==> src/rtl/barker_pkg.sv <==
// Shared types and helpers for the Barker stimulus generator: FSM states,
// code lookup, LFSR polynomial and next-state function.
package barker_pkg;

    typedef enum logic [1:0] {
        S_IDLE,
        S_GEN,
        S_PAUSE
    } state_t;

    localparam logic [15:0] LFSR_POLY = 16'hB400;

    function automatic bit is_legal_len(input int len);
        return len inside {2, 3, 4, 5, 7, 11, 13};
    endfunction

    // Code right-aligned, first transmitted chip in bit len-1.
    function automatic logic [12:0] barker_code(input int len);
        case (len)
            2:       return 13'b10;
            3:       return 13'b110;
            4:       return 13'b1101;
            5:       return 13'b11101;
            7:       return 13'b1110010;
            11:      return 13'b11100010010;
            13:      return 13'b1111100110101;
            default: return '0;
        endcase
    endfunction

    function automatic logic [15:0] lfsr_step(input logic [15:0] s);
        return (s >> 1) ^ (s[0] ? LFSR_POLY : 16'h0000);
    endfunction

endpackage

==> src/rtl/barker_stim_gen_if.sv <==
// AXI-Stream style symbol channel between the generator and its consumer.
interface barker_stim_gen_if #(
    parameter int DATA_W = 1
);
    logic [DATA_W-1:0] tdata;
    logic              tvalid;
    logic              tlast;
    logic              tuser;
    logic              tready;

    modport master (output tdata, tvalid, tlast, tuser, input tready);
    modport slave  (input tdata, tvalid, tlast, tuser, output tready);
endinterface

==> src/rtl/lfsr16.sv <==
// 16-bit Galois LFSR advancing one step per i_step pulse.
module lfsr16
    import barker_pkg::*;
(
    input  logic        i_clk,
    input  logic        i_rst,
    input  logic        i_step,
    input  logic [15:0] i_seed,
    output logic [15:0] o_state
);

    // NOTE: registered state is always written with non-blocking assignments
    // so every flop samples pre-edge values regardless of block ordering.
    always_ff @(posedge i_clk or posedge i_rst) begin
        if (i_rst) begin
            o_state <= i_seed;
        end else if (i_step) begin
            o_state <= lfsr_step(o_state);
        end
    end

endmodule

==> src/rtl/barker_stim_gen.sv <==
// Barker-code frame generator with pseudo-random inter-frame gaps and
// optional single-chip error injection on an AXI-Stream style output.
module barker_stim_gen
    import barker_pkg::*;
#(
    parameter int          CODE_LEN  = 11,
    parameter int          DATA_W    = 1,
    parameter logic [15:0] LFSR_SEED = 16'hACE1
) (
    input  logic                i_clk,
    input  logic                i_rst,
    input  logic                i_enable,
    input  logic [7:0]          i_pause_min,
    input  logic [7:0]          i_pause_max,
    input  logic                i_err_en,
    barker_stim_gen_if.master   m_axis,
    output logic [31:0]         o_frame_cnt,
    output logic [31:0]         o_err_cnt
);

    if (!is_legal_len(CODE_LEN)) begin : g_bad_len
        $error("barker_stim_gen: illegal CODE_LEN %0d", CODE_LEN);
    end
    if (LFSR_SEED == 16'h0000) begin : g_bad_seed
        $error("barker_stim_gen: LFSR_SEED must be non-zero");
    end
    if (DATA_W < 1) begin : g_bad_width
        $error("barker_stim_gen: DATA_W must be at least 1");
    end

    localparam int              K         = $clog2(2 * CODE_LEN);
    localparam logic [12:0]     CODE      = barker_code(CODE_LEN);
    localparam int              SYM_SHIFT = (DATA_W >= 2) ? DATA_W - 2 : 0;
    localparam logic [DATA_W-1:0] SYM_POS = DATA_W'(1) << SYM_SHIFT;
    localparam logic [DATA_W-1:0] SYM_NEG = -SYM_POS;

    typedef struct packed {
        logic [7:0] pause;
        logic       err_on;
        logic [3:0] err_idx;
    } frame_cfg_t;

    typedef struct packed {
        logic [DATA_W-1:0] data;
        logic              last;
        logic              user;
    } beat_t;

    function automatic frame_cfg_t plan_frame(input logic [15:0] s, input logic [7:0] pmin,
                                              input logic [7:0] pmax, input logic err_en);
        frame_cfg_t c;
        logic [7:0]   span;
        logic [15:0]  prod;
        logic [K-1:0] idx;
        span      = (pmax >= pmin) ? pmax - pmin : 8'd0;
        prod      = 16'(s[15:8]) * (16'(span) + 16'd1);
        c.pause   = pmin + 8'(prod >> 8);
        idx       = s[K-1:0];
        c.err_on  = err_en && (int'(idx) < CODE_LEN);
        c.err_idx = 4'(idx);
        return c;
    endfunction

    function automatic logic [DATA_W-1:0] symbol(input logic b);
        if (DATA_W == 1) return DATA_W'(b);
        return b ? SYM_POS : SYM_NEG;
    endfunction

    function automatic beat_t make_beat(input logic [3:0] b, input frame_cfg_t c);
        beat_t r;
        logic  flip;
        flip   = c.err_on && (b == c.err_idx);
        r.data = symbol(CODE[CODE_LEN-1-int'(b)] ^ flip);
        r.last = (int'(b) == CODE_LEN - 1);
        r.user = flip;
        return r;
    endfunction

    state_t      state;
    logic [3:0]  beat;
    logic [7:0]  pause_cnt;
    frame_cfg_t  cfg;
    frame_cfg_t  plan;
    beat_t       out_q;
    logic        tvalid_q;
    logic        accept;
    logic        lfsr_step_en;
    logic [15:0] lfsr_q;

    assign accept       = tvalid_q && m_axis.tready;
    assign lfsr_step_en = (state == S_GEN) && accept && out_q.last;

    lfsr16 u_lfsr (
        .i_clk   (i_clk),
        .i_rst   (i_rst),
        .i_step  (lfsr_step_en),
        .i_seed  (LFSR_SEED),
        .o_state (lfsr_q)
    );

    // From idle the current LFSR value plans the first frame; at tlast the
    // value it is about to step to plans the gap and the following frame.
    always_comb begin
        plan = plan_frame((state == S_IDLE) ? lfsr_q : lfsr_step(lfsr_q),
                          i_pause_min, i_pause_max, i_err_en);
    end

    always_ff @(posedge i_clk or posedge i_rst) begin
        if (i_rst) begin
            state       <= S_IDLE;
            beat        <= '0;
            pause_cnt   <= '0;
            cfg         <= '0;
            out_q       <= '0;
            tvalid_q    <= 1'b0;
            o_frame_cnt <= '0;
            o_err_cnt   <= '0;
        end else begin
            case (state)
                S_IDLE: begin
                    if (i_enable) begin
                        state    <= S_GEN;
                        beat     <= '0;
                        cfg      <= plan;
                        out_q    <= make_beat(4'd0, plan);
                        tvalid_q <= 1'b1;
                    end
                end
                S_GEN: begin
                    if (accept && !out_q.last) begin
                        beat  <= beat + 4'd1;
                        out_q <= make_beat(beat + 4'd1, cfg);
                    end else if (accept) begin
                        o_frame_cnt <= o_frame_cnt + 32'd1;
                        if (cfg.err_on) o_err_cnt <= o_err_cnt + 32'd1;
                        cfg  <= plan;
                        beat <= '0;
                        if (plan.pause != 8'd0) begin
                            state     <= S_PAUSE;
                            pause_cnt <= plan.pause;
                            tvalid_q  <= 1'b0;
                        end else if (i_enable) begin
                            out_q <= make_beat(4'd0, plan);
                        end else begin
                            state    <= S_IDLE;
                            tvalid_q <= 1'b0;
                        end
                    end
                end
                S_PAUSE: begin
                    if (pause_cnt == 8'd1) begin
                        if (i_enable) begin
                            state    <= S_GEN;
                            out_q    <= make_beat(4'd0, cfg);
                            tvalid_q <= 1'b1;
                        end else begin
                            state <= S_IDLE;
                        end
                    end else begin
                        pause_cnt <= pause_cnt - 8'd1;
                    end
                end
                default: state <= S_IDLE;
            endcase
        end
    end

    assign m_axis.tdata  = out_q.data;
    assign m_axis.tlast  = out_q.last;
    assign m_axis.tuser  = out_q.user;
    assign m_axis.tvalid = tvalid_q;

endmodule

==> src/flat_wrapper.sv <==
// flat-port wrapper written by rule: the top's interface ports become plain ports
module barker_stim_gen_flat import barker_pkg::*;
#(
    parameter int          CODE_LEN  = 11,
    parameter int          DATA_W    = 1,
    parameter logic [15:0] LFSR_SEED = 16'hACE1
)
  (i_clk, i_rst, i_enable, i_pause_min, i_pause_max, i_err_en, o_frame_cnt, o_err_cnt, m_axis_tdata, m_axis_tvalid, m_axis_tlast, m_axis_tuser, m_axis_tready);
  barker_stim_gen_if #(.DATA_W(DATA_W)) m_axis_i ();
  input  logic i_clk;
  input  logic i_rst;
  input  logic i_enable;
  input  logic [7:0] i_pause_min;
  input  logic [7:0] i_pause_max;
  input  logic i_err_en;
  output logic [31:0] o_frame_cnt;
  output logic [31:0] o_err_cnt;
  output wire logic [$bits(m_axis_i.tdata)-1:0] m_axis_tdata;
  output wire logic [$bits(m_axis_i.tvalid)-1:0] m_axis_tvalid;
  output wire logic [$bits(m_axis_i.tlast)-1:0] m_axis_tlast;
  output wire logic [$bits(m_axis_i.tuser)-1:0] m_axis_tuser;
  input wire logic [$bits(m_axis_i.tready)-1:0] m_axis_tready;
  assign m_axis_tdata = m_axis_i.tdata;
  assign m_axis_tvalid = m_axis_i.tvalid;
  assign m_axis_tlast = m_axis_i.tlast;
  assign m_axis_tuser = m_axis_i.tuser;
  assign m_axis_i.tready = m_axis_tready;
  barker_stim_gen #(.CODE_LEN(CODE_LEN), .DATA_W(DATA_W), .LFSR_SEED(LFSR_SEED)) u_core (.i_clk(i_clk), .i_rst(i_rst), .i_enable(i_enable), .i_pause_min(i_pause_min), .i_pause_max(i_pause_max), .i_err_en(i_err_en), .m_axis(m_axis_i), .o_frame_cnt(o_frame_cnt), .o_err_cnt(o_err_cnt));
endmodule
==> config.mk <==
export PLATFORM = sky130hd
export DESIGN_NAME = barker_stim_gen_flat
export DESIGN_NICKNAME = d
export VERILOG_FILES = /design/src/rtl/barker_pkg.sv /design/src/rtl/barker_stim_gen_if.sv /design/src/rtl/lfsr16.sv /design/src/rtl/barker_stim_gen.sv /design/src/flat_wrapper.sv
export SDC_FILE = /design/constraint.sdc
export NUM_CORES = 1
export LEC_CHECK = 0
export ABC_AREA = 1
export ABC_CLOCK_PERIOD_IN_PS = 7500
export BUFFER_PORTS_ARGS = -buffer_cell sky130_fd_sc_hd__buf_4
export CAP_MARGIN = 10
export CORE_ASPECT_RATIO = 1.1
export CORE_UTILIZATION = 25
export CTS_CLUSTER_DIAMETER = 200
export DETAILED_ROUTE_END_ITERATION = 16
export PLACE_DENSITY = 0.38
export SETUP_SLACK_MARGIN = 0.15
export SYNTH_ARGS = -nofsm -noshare
export SYNTH_HDL_FRONTEND = slang
export SYNTH_SLANG_ARGS = --single-unit
==> constraint.sdc <==
create_clock -name i_clk -period 7.5 [get_ports i_clk]
set_clock_uncertainty 0.05 [all_clocks]
set_input_delay 1.5 -clock i_clk [delete_from_list [all_inputs] [get_ports i_clk]]
set_output_delay 1.5 -clock i_clk [all_outputs]
set_load 0.005 [all_outputs]
==> results.md <==
- Post-synth EDFFs: 0
- Post-synthesis async set-or-reset flop share: 100.0%
- CP max-delay cell: fa_1
- Hold EP: u_core.u_lfsr.o_state[6]
- Crit. End Element: flip-flop
- Syn nets: between 1000 and 1500
- Drt drc: 0
- Routed length per instance: 12.58 um
- CTS tree: yes
- Layout overhead on the synthesized area: 33.33%
- Clk Latency, worst-skew pair: 0.36 ns
- #FFs+latches synth: 103
- Total track usage: approximately an eighth
- Starting density of the core: 25.57%
- Buffers on Ports: slightly below 90
- Syn Inst Count: between 1000 and 1500
- Maximum root-to-sink buffer count: 2
- Synth top area cells: dfrtp_1, fa_1, ha_1
- Vias per cell: 4.212
- DR vias: 7009
- Final hold slack: ~0.42 ns
- Fmax achieved: 0.1227 GHz
- Setup Viol. Count Final: 14
- H-tree depth: 3
- Die H: 193.4 um
- Clk root buf: clkbuf_16
- Core area: 32550 um2
- Hold-fix buffers, CTS: 0
- Hold Path Stages: 2
- CTS Buf Count: 9
- Drt first pass iters: 4
- Final Critical Period: roughly 8.1 ns
- Most used DFF post-synth: dfrtp_1
- Vias in the first global route: around 7300
- Synth warn: 0
- Maxcap violations: 0
- Distinct cells, synth: 51
- Diode count: 0
- Worst hold path class: flip-flop to flip-flop
- Clk pin slew, worst setup/hold paths: 0.08 ns
- Slew margin rel.: roughly 36%
- Fill cell count: between 3000 and 4000
- Failing checks: negative setup slack
- Die area: approximately 34000 um2
- IO Pins: 89
- Worst path max stage delay: 0.53 ns
- Arrival time worst endpoint: about 8.4 ns
- Post-DRT Antenna Nets: 0
- Startpoint class of the critical path: input port
- Total Nets Final: 1358
- Hold path startpoint: u_core.u_lfsr.o_state[6]
- Status: finished with violations
- Yosys top cell area share: 28.57%
- TritonCTS Sinks: a little over 100
- Synthesized area: around 8300 um2
- R2r setup slk: 0.65 ns
- Worst vdd ir: 0.0002552 V
- Worst-margin pin slew: between 0.9 and 1 ns
- Fin. Hold Viols: 0
- Die width: 176.0 um
- Reg2reg path depth: 32
- Crit share post-route: 108.6%
- HPWL after DPL: 16500 um
- Remaining global-route overflow: 0
- Post-Syn Area per Cell: 8.159 um2
- Most used cell, CP: buf_4
- Reg-to-Reg Start: u_core.state[1]
- Yosys top cell by area: dfrtp_1
- Largest net degree at the start of global routing: 72
- Row count: just under 70
- TNS Setup: -8.663 ns
- Peak fanout along the critical path: 8
- Sequential fraction of the synthesis area: 31.09%
- First-pass GRT wire length: 36180 um
- RSZ-0062 raised after global routing: true
- Crit Path Category: input port to flip-flop
- Initial antenna violation count: 0
- RePlAce Congestion: around 0.76
- Power Dens Cells: 325.0 nW/um2
- P_leak: 5.827 nW
- Ratio of cells with drive above 1 in the final layout: 26.98%
- DR iter-0 viols: approximately 230
- Fin. max-slew vios: 0
- WP data required: 7.74 ns
- WL final: 20930 um
- Worst setup margin: -0.6481 ns
- Terminus of the critical flop-to-flop path: u_core.pause_cnt[7]
[final cells by class]
| class | instances | area, um2 | area share [%] |
|---|---|---|---|
| Timing Repair Buffer | 212 | 1658 | 14.94 |
| Tap cell | 426 | 533.0 | 4.804 |
| Clock buffer | 11 | 252.7 | 2.278 |
| Inverter | 170 | 655.6 | 5.909 |
| Sequential cell | 103 | 2587 | 23.32 |
| Multi-Input combinational cell | 737 | 5348 | 48.20 |
| Clock inverter | 5 | 61.31 | 0.5526 |
[worst max-delay path by stage]
| stage | start | end | slack, ns | depth (start not counted) |
|---|---|---|---|---|
| final | i_pause_max[0] | u_core.pause_cnt[7] | -0.65 | 46 |
| after global routing | i_pause_max[0] | u_core.pause_cnt[0] | -1.04 | 44 |
| after detailed placement | i_pause_max[0] | u_core.pause_cnt[5] | -1.19 | 42 |
| after global placement | i_pause_max[0] | u_core.pause_cnt[2] | -1.03 | 44 |
| after CTS | i_pause_max[0] | u_core.state[1] | -0.67 | 46 |
| after floorplan | i_pause_max[0] | u_core.pause_cnt[6] | -0.74 | 43 |
[report_power, final]
part / leakage, nW / switching (mW) / total [mW] / internal, mW
clock: 0.157 / 0.225 / 0.505 / 0.280
combinational: 4.37 / 1.28 / 2.44 / 1.16
sequential: 1.30 / 0.0471 / 0.657 / 0.610
[cells by family after synthesis]
family,after synthesis,synth area share (%)
flops,103,31.09
fa+ha+maj,104,19.43
compound gates,99,6.405
mux,2,0.2556
simple gates,439,24.70
xor+xnor,93,9.878
buf+inv,180,8.239
[state kept, by name, indices dropped and copies added, names as in the netlist]
name,count
u_core.m_axis.tlast,1
u_core.m_axis.tuser,1
u_core.o_err_cnt,32
u_core.m_axis.tdata,1
u_core.cfg,5
u_core.u_lfsr.o_state,16
u_core.beat,4
u_core.m_axis.tvalid,1
u_core.state,2
u_core.o_frame_cnt,32
u_core.pause_cnt,8
[cells in the mapped netlist, drive strengths merged (8+ instances only)]
| library cell | instances |
|---|---|
| xor2 | 64 |
| a21oi | 26 |
| ha | 62 |
| o21ai | 62 |
| nand2 | 192 |
| dfrtp | 95 |
| nand4 | 23 |
| xnor2 | 29 |
| dfstp | 8 |
| nor3 | 18 |
| fa | 42 |
| nor2 | 127 |
| inv | 168 |
| nand3 | 61 |
[cells in the final DEF, fill, tap and decap left out, types with 6 or more instances in the layout]
cell type  instances
dfstp_2            8
o21ai_1           12
inv_1            154
dfrtp_1           95
buf_4            202
nand2_2           13
fa_1              41
nor2_2            13
clkbuf_16          9
xnor2_1           27
nand3b_1           6
nand3_2           11
inv_2             11
nand4_1           21
ha_1              55
a21oi_1           22
o21ai_0           46
nor2_1           108
nor3_1            17
xor2_1            61
ha_4               7
buf_6              7
nand3_1           46
nand2_1          174
[what timing repair did]
item | CTS | global route
setup endpoints to repair | 14 | 14
resized for setup | 17 | 32
setup buffers | 17 | 5
pin swaps | 27 | 17
endpoints found under the hold margin | 0 | 0
gates cloned | 1 | 0
[per-layer routing]
metal  vias up  GRT usage, %  share of wire [%]
met5         -             0                  0
met4         0         2.576               0.91
met3        14         2.083                1.8
met2        54         22.30                 49
met1      3301         17.26                 48
li1       3640             -                  -
[through the flow]
step | setup WS (ns) | utilization, % | instances | instance area (um2) | power (mW)
after global routing | -1.043 | 34.09 | 1664 | 11100 | 3.997
after CTS | -0.6737 | 33.55 | 1659 | 10920 | 3.539
after floorplan | -0.7403 | - | 1020 | 8454 | 2.007
final | -0.6481 | 34.09 | 1664 | 11100 | 3.607
after detailed placement | -1.186 | 31.87 | 1625 | 10370 | 2.877
after global placement | -1.034 | 31.87 | 1625 | 10370 | 2.885
[worst max-delay path, delay by kind of cell]
family                   cells  cell delay, ns
AO/OA/AOI/OAI                5            0.75
XOR/XNOR                     1            0.23
adder cells (fa/ha/maj)      7            2.73
buffers and inverters       18            1.70
AND/OR/NAND/NOR             15            1.48
Note: power is estimated with default switching activity, not from simulation.
